## src/rtl/sprite_loader.sv

```systemverilog
// Streams a host byte sequence (SYNC, select, pixels) into one of two sprite
// atlases, emitting one registered VRAM write per accepted pixel byte.
module sprite_loader #(
  parameter int          COLS = 126,
  parameter int          ROWS = 96,
  parameter logic [7:0]  SYNC = 8'hA5
) (
  input  logic        clk,
  input  logic        reset,
  input  logic [7:0]  in_data,
  input  logic        in_valid,
  output logic        in_ready,
  input  logic        abort,
  output logic        wr_en,
  output logic [13:0] wr_addr,
  output logic [2:0]  wr_data,
  output logic        wr_select,
  output logic        busy,
  output logic        done,
  output logic        err
);

  typedef enum logic [1:0] {IDLE, SEL, LOAD, DONE} state_t;

  localparam logic [6:0] COL_LAST = 7'(COLS - 1);
  localparam logic [6:0] ROW_LAST = 7'(ROWS - 1);

  state_t      state_q, state_d;
  logic [6:0]  row_q, row_d, col_q, col_d;
  logic        wr_en_q, wr_en_d;
  logic [13:0] wr_addr_q, wr_addr_d;
  logic [2:0]  wr_data_q, wr_data_d;
  logic        wr_select_q, wr_select_d;
  logic        err_q, err_d;
  logic        xfer;

  assign in_ready  = (state_q != DONE);
  assign busy      = (state_q == SEL) || (state_q == LOAD);
  assign done      = (state_q == DONE);
  assign wr_en     = wr_en_q;
  assign wr_addr   = wr_addr_q;
  assign wr_data   = wr_data_q;
  assign wr_select = wr_select_q;
  assign err       = err_q;
  assign xfer      = in_valid && in_ready;

  always_comb begin
    state_d     = state_q;
    row_d       = row_q;
    col_d       = col_q;
    wr_en_d     = 1'b0;
    wr_addr_d   = wr_addr_q;
    wr_data_d   = wr_data_q;
    wr_select_d = wr_select_q;
    err_d       = 1'b0;
    if (abort) begin
      // Cancel wins over everything, including a byte on the same cycle.
      state_d = IDLE;
      row_d   = '0;
      col_d   = '0;
    end else begin
      unique case (state_q)
        IDLE: if (xfer && in_data == SYNC) state_d = SEL;
        SEL: if (xfer) begin
          if (in_data == 8'h00 || in_data == 8'h01) begin
            wr_select_d = in_data[0];
            row_d       = '0;
            col_d       = '0;
            state_d     = LOAD;
          end else begin
            err_d   = 1'b1;
            state_d = IDLE;
          end
        end
        LOAD: if (xfer) begin
          wr_en_d   = 1'b1;
          wr_addr_d = {row_q, col_q};
          wr_data_d = in_data[2:0];
          if (col_q == COL_LAST) begin
            col_d = '0;
            if (row_q == ROW_LAST) begin
              row_d   = '0;
              state_d = DONE;
            end else begin
              row_d = row_q + 7'd1;
            end
          end else begin
            col_d = col_q + 7'd1;
          end
        end
        DONE: state_d = IDLE;
        default: state_d = IDLE;
      endcase
    end
  end

  always_ff @(posedge clk) begin
    if (!reset) begin
      state_q     <= IDLE;
      row_q       <= '0;
      col_q       <= '0;
      wr_en_q     <= 1'b0;
      wr_addr_q   <= '0;
      wr_data_q   <= '0;
      wr_select_q <= 1'b0;
      err_q       <= 1'b0;
    end else begin
      state_q     <= state_d;
      row_q       <= row_d;
      col_q       <= col_d;
      wr_en_q     <= wr_en_d;
      wr_addr_q   <= wr_addr_d;
      wr_data_q   <= wr_data_d;
      wr_select_q <= wr_select_d;
      err_q       <= err_d;
    end
  end

endmodule

```

## config.mk

```make
export PLATFORM = sky130hd
export DESIGN_NAME = sprite_loader
export DESIGN_NICKNAME = d
export VERILOG_FILES = /design/src/rtl/sprite_loader.sv
export SDC_FILE = /design/constraint.sdc
export NUM_CORES = 1
export LEC_CHECK = 0
export BUFFER_PORTS_ARGS = -buffer_cell sky130_fd_sc_hd__buf_4
export CAP_MARGIN = 20
export CORE_MARGIN = 1.5
export CORE_UTILIZATION = 40
export DETAILED_ROUTE_END_ITERATION = 10
export PLACE_DENSITY_LB_ADDON = 0.2
export SLEW_MARGIN = 10
export SYNTH_ARGS = -nofsm -noshare
export SYNTH_HDL_FRONTEND = slang
export SYNTH_SLANG_ARGS = --single-unit
export TNS_END_PERCENT = 5
```

## constraint.sdc

```tcl
create_clock -name clk -period 2.4 [get_ports clk]
set_input_delay 0.48 -clock clk [delete_from_list [all_inputs] [get_ports clk]]
set_output_delay 0.48 -clock clk [all_outputs]
set_load 0.01 [all_outputs]
```

==> results.cfg, run 1 <==
[place]
hpwlAfterDp_mm = 2.65
postPlaceCellArea_sq_um = 2020
gp_congestion = 0.849
port_buffers = 34
pre_cts_slack_ns = 0.124
dp.cells = 278

[cts]
htreeDepth = 2
clk-insertion-delay-late_ns = 0.29
post_cts_buffers = 0
cts_tree = built
clkSlewWorstSetupHoldPaths_ns = 0.06
cts_inserted_buffers = 5
clock_sinks = 36
cts_root_buf = clkbuf_8
cts_hold_buf = 0
cts_resized = 0
cts.path.max_buffers = 2

[detailed_routing]
wl_mm = 3.71
drc = 0
routedWlPerCell_um = 13.0
vias = 1471
drt-initial-drc-count = 66
drt-pass1-iter-count = 4
postRouteAntennaNets = 0
via_per_inst = 5.14

[finish]
layout.cells.most_common = nand2_1
antenna_cells = 0
fillers = 412
nNetsFinal = 255
final_area_sq_um = 2150
multi_input_area_sq_um = 935
final_cell_mix = nand2_1, dfxtp_1, buf_4
area_growth_pct = 24.9
final-seq-area_sq_um = 721
final_cells = 286
fin_util = 0.530
layout-drive-gt1-share = 0.225

[synth]
synth-edff-count = 0
synth_cell_types = 41
syn_nets = 221
synthesis.area_sq_um = 1720
post_synth.cell_area_avg_sq_um = 8.56
yosysSeqAreaShare = 0.419
ys_async_sr_fraction = 0
ys.flop_type = dfxtp_1
yosysWarnings = 0
synth_cells = 201
yosys_register_bits = 36

[timing]
clock_skew_ns = 0.00649
fin_tns_setup_ns = 0
fin_ws_ns = 0.173
relSlewSlack = 0.534
grt_setup_unrepaired = false
fin_crit_ns = 2.23
worst_pin_slew_ns = 0.697
setup_viol = 0
hold_viol = 0
post-route-period-util = 0.928
slew_violations = 0
fmax_mhz = 449

[die]
die_area_sq_um = 4700
coreArea_sq_um = 4060
num_rows = 23
start_util = 0.424
die_w_um = 68.6
io_pins = 35
die_h_um = 68.6

[worst_setup_path]
path_delay_family = simple AND/OR/NAND/NOR gates
critPathMaxFanout = 14
cp_slowest_cell = or4_1
startpoint_type = flop
arrival_ns = 2.44
critPathMaxStageDelay_ns = 0.55
cp_cell_sequence = inv_1, ha_1, or4b_4, nor2_8, a22oi_2, or4_1, a21oi_1
worst_setup_path_end_kind = flop
critPathKind = flop to flop
critPathBufInv = 1
worstPathRequired_ns = 2.61

[grt]
grt_pass1_vias = 1356
overflow = 0
antenna_found_initial = 0
grt_pass1_wl_mm = 6.21
grt.total_usage = 0.180
grt_max_degree = 22

[power_and_ir_drop]
peakVddDrop_mv = 0.351
p_sw_frac = 0.192
power_frac_seq = 0.491
pwr-share-clk = 0.474
switchingPower_uw = 233
internal_power_uw = 983
leakagePower_nw = 0.787
power.density_nw_per_um2 = 566
power_frac_comb = 0.035

[job]
cap_violations = 0

[run_status]
status = completed

[worst_hold_path]
hold_path_class = input port to flop
-- final cells by class --
| class | instances | area share |
|---|---|---|
| Clock buffer | 7 | 0.0448 |
| Clock inverter | 1 | 0.0140 |
| Inverter | 6 | 0.0105 |
| Multi-Input combinational cell | 150 | 0.435 |
| Sequential cell | 36 | 0.335 |
| Tap cell | 50 | 0.0291 |
| Timing Repair Buffer | 36 | 0.132 |
-- stage by stage --
step	hold WS, ns	total power, mW
after detailed placement	0.458	0.653
after global routing	0.488	1.26
after CTS	0.466	1.23
after floorplan	0.459	0.630
final	0.462	1.22
after global placement	0.451	0.653
-- registers in the layout, summed over array words and instances (netlist names), named ones only --
register / cells
state_q: 1
wr_addr: 14
row_q: 7
col_q: 7
wr_en: 1
wr_data: 3
err: 1
wr_select: 1
-- worst reg2reg max path: cells and delay by family, from the launching register on --
kind / cells / cell delay (ns)
simple gates: 3 / 1.20
flops: 1 / 0.33
compound gates: 2 / 0.32
fa+ha+maj: 1 / 0.21
buf+inv: 1 / 0.10
-- worst paths after layout --
| check | end | start | cells past startpoint | slack, ns |
|---|---|---|---|---|
| min | wr_data[1] | in_data[1] | 3 | 0.46 |
| max | row_q[6] | flop | 7 | 0.17 |
| max reg2reg | row_q[6] | flop | 7 | 0.17 |
| min reg2reg | wr_data[2] | wr_data[2] | 2 | 0.46 |
-- synth_stat cells, types with 4 or more instances --
cell type  number  share of area
nand3_1         5          0.015
a21oi_1         8          0.023
clkbuf_1        7          0.015
dfxtp_1        36           0.42
or4_1           5          0.022
ha_1            8          0.058
nor3_1          4          0.012
nand2_1        47           0.10
xnor2_1         6          0.031
nor2_1         11          0.024
a21boi_0       19          0.083
inv_1           6          0.013
o21ai_0         5          0.015
-- power by group through the flow --
stage	Sequential [mW]	Clock [mW]	Combinational [mW]
final	0.597	0.576	0.0424
after detailed placement	0.611	0	0.0420
after global placement	0.611	0	0.0419
after global routing	0.597	0.614	0.0457
after CTS	0.597	0.587	0.0420
after floorplan	0.611	0	0.0191
-- cell families after synthesis --
family	synth area share
AND/OR/NAND/NOR	0.285
flip-flops	0.419
AO/OA/AOI/OAI	0.164
XOR/XNOR	0.0356
buffers and inverters	0.0378
adder cells (fa/ha/maj)	0.0582
-- layer usage --
metal,GRT usage,vias to the layer above,routed length [um]
met3,0.0536,4,229
met1,0.239,675,1860
met5,0,-,0
met2,0.281,37,1580
met4,0.0525,0,40
li1,-,755,-
(Power assumes the default switching activity.)
==> inputs of run 2 (changes only) <==
- clock period: 2.4 -> 2 ns (I/O delays scaled with it)
==> run 2 against run 1 <==
Net effect: first-iteration DRC count up 24%; sequential share of layout area down 3.9 points; routed wire length up 15%; highest routed layer unchanged.
==> results.cfg, run 2 (same netlist as run 1, synthesis figures left out) <==
[worst_setup_path]
worst_setup_path_end_kind = flop
cp_cell_sequence = inv_2, ha_4, or4b_4, nor2_8, a22oi_2, or4_1, o21ai_0
critPathKind = flop to flop
critPathMaxFanout = 5
arrival_ns = 2.15
startpoint_type = flop
cp_slowest_cell = or4b_4
worstPathRequired_ns = 2.21
critPathMaxStageDelay_ns = 0.51

[place]
dp.cells = 305
port_buffers = 34
gp_congestion = 0.801
postPlaceCellArea_sq_um = 2210
hpwlAfterDp_mm = 2.97

[cts]
cts_inserted_buffers = 5
clk-insertion-delay-late_ns = 0.29
clock_sinks = 36
cts.path.max_buffers = 2
clkSlewWorstSetupHoldPaths_ns = 0.08
htreeDepth = 2
cts_tree = built
cts_root_buf = clkbuf_8
cts_hold_buf = 0

[detailed_routing]
routedWlPerCell_um = 13.4
drt-pass1-iter-count = 4
via_per_inst = 5.11
drc = 0
postRouteAntennaNets = 0
drt-initial-drc-count = 82
wl_mm = 4.27
vias = 1625

[timing]
relSlewSlack = 0.789
grt_setup_unrepaired = true
post-route-period-util = 0.968
fin_crit_ns = 1.94
worst_pin_slew_ns = 0.313
clock_skew_ns = 0.00521
setup_viol = 0
fmax_mhz = 516
slew_violations = 0
fin_tns_setup_ns = 0
hold_viol = 0

[power_and_ir_drop]
leakagePower_nw = 0.947
power.density_nw_per_um2 = 584
peakVddDrop_mv = 0.343

[finish]
layout-drive-gt1-share = 0.369
nNetsFinal = 287
fin_util = 0.601
final_cells = 318
final_area_sq_um = 2440
final_cell_mix = buf_4, nand2_1, dfxtp_1
largest_register_ffs = 14
antenna_cells = 0
area_growth_pct = 41.7
layout.cells.most_common = buf_4

[grt]
grt_max_degree = 22
grt_pass1_wl_mm = 6.79
grt.total_usage = 0.193
antenna_found_initial = 0
overflow = 0
grt_pass1_vias = 1499

[die]
num_rows = 23
die_h_um = 68.6
die_w_um = 68.6
coreArea_sq_um = 4060
start_util = 0.424
io_pins = 35
die_area_sq_um = 4700

[worst_hold_path]
hold_path_class = input port to flop

[run_status]
status = completed

[job]
cap_violations = 0
[run 2: layout make-up]
| cell class | count | area, sq um |
|---|---|---|
| multi-input combinational | 151 | 1010 |
| clock inverter | 3 | 42.5 |
| inverter | 6 | 22.5 |
| tap | 50 | 62.6 |
| clock buffer | 5 | 68.8 |
| sequential | 36 | 723 |
| timing repair buffer | 67 | 507 |
| fill | 366 | 1620 |
[run 2: routing by layer]
metal	share of wire	vias to the layer above	routed length [um]	global-route usage
met3	0.060	5	256	0.0438
met4	0.010	0	44	0.0525
met2	0.45	50	1940	0.303
li1	-	824	-	-
met5	0	-	0	0
met1	0.47	746	2030	0.266
[run 2: through the flow]
stage               setup slack [ns]  hold slack [ns]  power (mW)
finish                        0.0635            0.396        1.42
global route                 -0.0505            0.402        1.48
CTS                          -0.0659            0.389        1.43
detailed placement            -0.121            0.458       0.794
global placement             -0.0932            0.452       0.793
floorplan                     0.0352            0.459       0.756
[run 2: critical path, delay by kind of cell (launching register included)]
family / cells / cell delay [ns]
AO/OA/AOI/OAI: 2 / 0.19
adder cells (fa/ha/maj): 1 / 0.13
buffers and inverters: 1 / 0.07
flip-flops: 1 / 0.34
AND/OR/NAND/NOR: 3 / 1.13
[run 2: final timing paths]
kind         startpoint  slack (ns)    endpoint  cells after the start
max                flop        0.06    row_q[4]                      7
min          in_data[0]        0.40   wr_select                      3
max reg2reg        flop        0.06    row_q[4]                      7
min reg2reg  wr_data[2]        0.46  wr_data[2]                      2
[run 2: power by group]
| group | total, mW | switching [mW] | internal [mW] |
|---|---|---|---|
| clock network | 0.642 | 0.273 | 0.369 |
| logic | 0.0664 | 0.0339 | 0.0326 |
| registers | 0.716 | 0.0000379 | 0.716 |
| total | 1.42 | 0.307 | 1.12 |
[run 2: timing repair]
item	4_1_cts	5_1_grt
pin swaps	1	6
setup buffers	0	4
resized for setup	2	16
cloned	0	1
endpoints found under the setup margin	4	31
==> inputs of run 3 (changes only) <==
- CORE_MARGIN: 1.5 -> 2
- REMOVE_ABC_BUFFERS: default -> 1
==> run 3 against run 2 <==
Net effect: clock skew fell by 0.0023 ns; worst hold slack got worse by 0.026 ns; count of clock-buffer cells in the layout rose by 1; global-route usage shrank 2.4 points; clock power shrank 2%; combinational power shrank 14%; register-to-register slack got worse by 0.03 ns; sequential share of layout area is 0.69 points higher; non-clock buffer count down 4; routed wire length down 6.2%; design area down 1.9%; total power decreased by 1.6%; critical endpoint is now row_q[5].
==> results.cfg, run 3 (same netlist as run 1, synthesis figures left out) <==
[grt]
antenna_found_initial = 0
grt_max_degree = 22
overflow = 0
grt_pass1_vias = 1419
grt_pass1_wl_mm = 6.60
grt.total_usage = 0.169

[finish]
layout-drive-gt1-share = 0.350
nNetsFinal = 282
area_growth_pct = 39.0
final_cell_mix = buf_4, nand2_1, dfxtp_1
largest_register_ffs = 14
antenna_cells = 0
final_cells = 313
layout.cells.most_common = buf_4
final_area_sq_um = 2390
fillers = 365

[place]
dp.cells = 302
postPlaceCellArea_sq_um = 2190
gp_congestion = 0.875
hpwlAfterDp_mm = 2.86
pre_cts_slack_ns = -0.114
port_buffers = 34

[detailed_routing]
drt-initial-drc-count = 92
postRouteAntennaNets = 0
drt-pass1-iter-count = 4
routedWlPerCell_um = 12.8
drc = 0
vias = 1573
via_per_inst = 5.03
wl_mm = 4.01

[timing]
fmax_mhz = 509
relSlewSlack = 0.725
fin_tns_setup_ns = 0
worst_pin_slew_ns = 0.412
fin_crit_ns = 1.97
slew_violations = 0
clock_skew_ns = 0.00288
fin_ws_ns = 0.0335
post-route-period-util = 0.983
hold_viol = 0
setup_viol = 0
grt_setup_unrepaired = true

[die]
die_area_sq_um = 4840
start_util = 0.424
die_w_um = 69.6
num_rows = 23
die_h_um = 69.6
coreArea_sq_um = 4060
io_pins = 35

[cts]
cts.path.max_buffers = 2
cts_tree = built
clk-insertion-delay-late_ns = 0.29
clkSlewWorstSetupHoldPaths_ns = 0.07
htreeDepth = 2
cts_root_buf = clkbuf_8
cts_hold_buf = 0
cts_inserted_buffers = 5
clock_sinks = 36

[power_and_ir_drop]
power.density_nw_per_um2 = 586
peakVddDrop_mv = 0.307
leakagePower_nw = 0.926
p_total_mw = 1.40

[worst_setup_path]
critPathKind = flop to flop
reg2reg_depth = 7
critPathMaxFanout = 6
startpoint_type = flop
worst_setup_path_end_kind = flop
cp_cell_sequence = inv_4, ha_4, or4b_4, nor2_8, a22oi_2, or4_1, a21oi_1
critPathMaxStageDelay_ns = 0.52
rr_endpoint = row_q[5]
arrival_ns = 2.19
r2r_slack_ns = 0.03
cp_slowest_cell = or4b_4
worstPathRequired_ns = 2.22

[job]
cap_violations = 0

[worst_hold_path]
holdPathEnd = wr_data[1]
hold_path_depth = 3
min_from = in_data[1]
hold_path_class = input port to flop

[run_status]
status = completed
-- run 3: worst max-delay path, delay by kind of cell, from the launching register on --
family / cells / cell delay, ns
DFF: 1 / 0.37
and+or+nand+nor: 3 / 1.14
AOI/OAI and AO/OA: 2 / 0.23
buffers and inverters: 1 / 0.06
adders and majority gates: 1 / 0.12
-- run 3: repair_timing --
action,in CTS,in global routing
pin swaps,1,8
gates resized for setup,4,16
setup buffers,2,1
endpoints found under the setup margin,5,20
cloned,0,0
-- run 3: worst max-delay path by stage --
stage	slack [ns]	endpoint	start	cells past startpoint
2_1_floorplan	-0.04	row_q[6]	flop	7
3_3_place_gp	-0.10	row_q[6]	in_data[1]	6
3_5_place_dp	-0.11	row_q[6]	in_data[1]	6
4_1_cts	-0.04	row_q[5]	flop	9
5_1_grt	-0.02	row_q[2]	flop	8
6_report	0.03	row_q[5]	flop	7
-- run 3: where the power goes --
part	leakage [nW]	internal [mW]	switching [mW]	total, mW
logic	0.579	0.0276	0.0297	0.0573
clock network	0.0552	0.370	0.260	0.630
registers	0.291	0.715	0.0000371	0.715
-- run 3: layout make-up --
type                            instances  area, sq um  share of cell area
Timing Repair Buffer                   63          470               0.197
Sequential cell                        36          726               0.304
Multi-Input combinational cell        150         1000               0.418
Inverter                                6         25.0              0.0105
Clock inverter                          2         35.0              0.0147
Tap cell                               50         62.6              0.0262
Clock buffer                            6         72.6              0.0304
-- run 3: stage by stage --
| stage | utilization | hold WS (ns) |
|---|---|---|
| 2_1_floorplan | - | 0.459 |
| 3_3_place_gp | 0.540 | 0.451 |
| 3_5_place_dp | 0.540 | 0.456 |
| 4_1_cts | 0.572 | 0.367 |
| 5_1_grt | 0.589 | 0.388 |
| 6_report | 0.589 | 0.370 |
-- run 3: metal layers --
metal | track usage | vias to the layer above | wire length (um)
li1 | - | 810 | -
met1 | 0.246 | 716 | 2080
met2 | 0.224 | 38 | 1630
met3 | 0.0552 | 9 | 218
met4 | 0.0719 | 0 | 76
met5 | 0 | - | 0
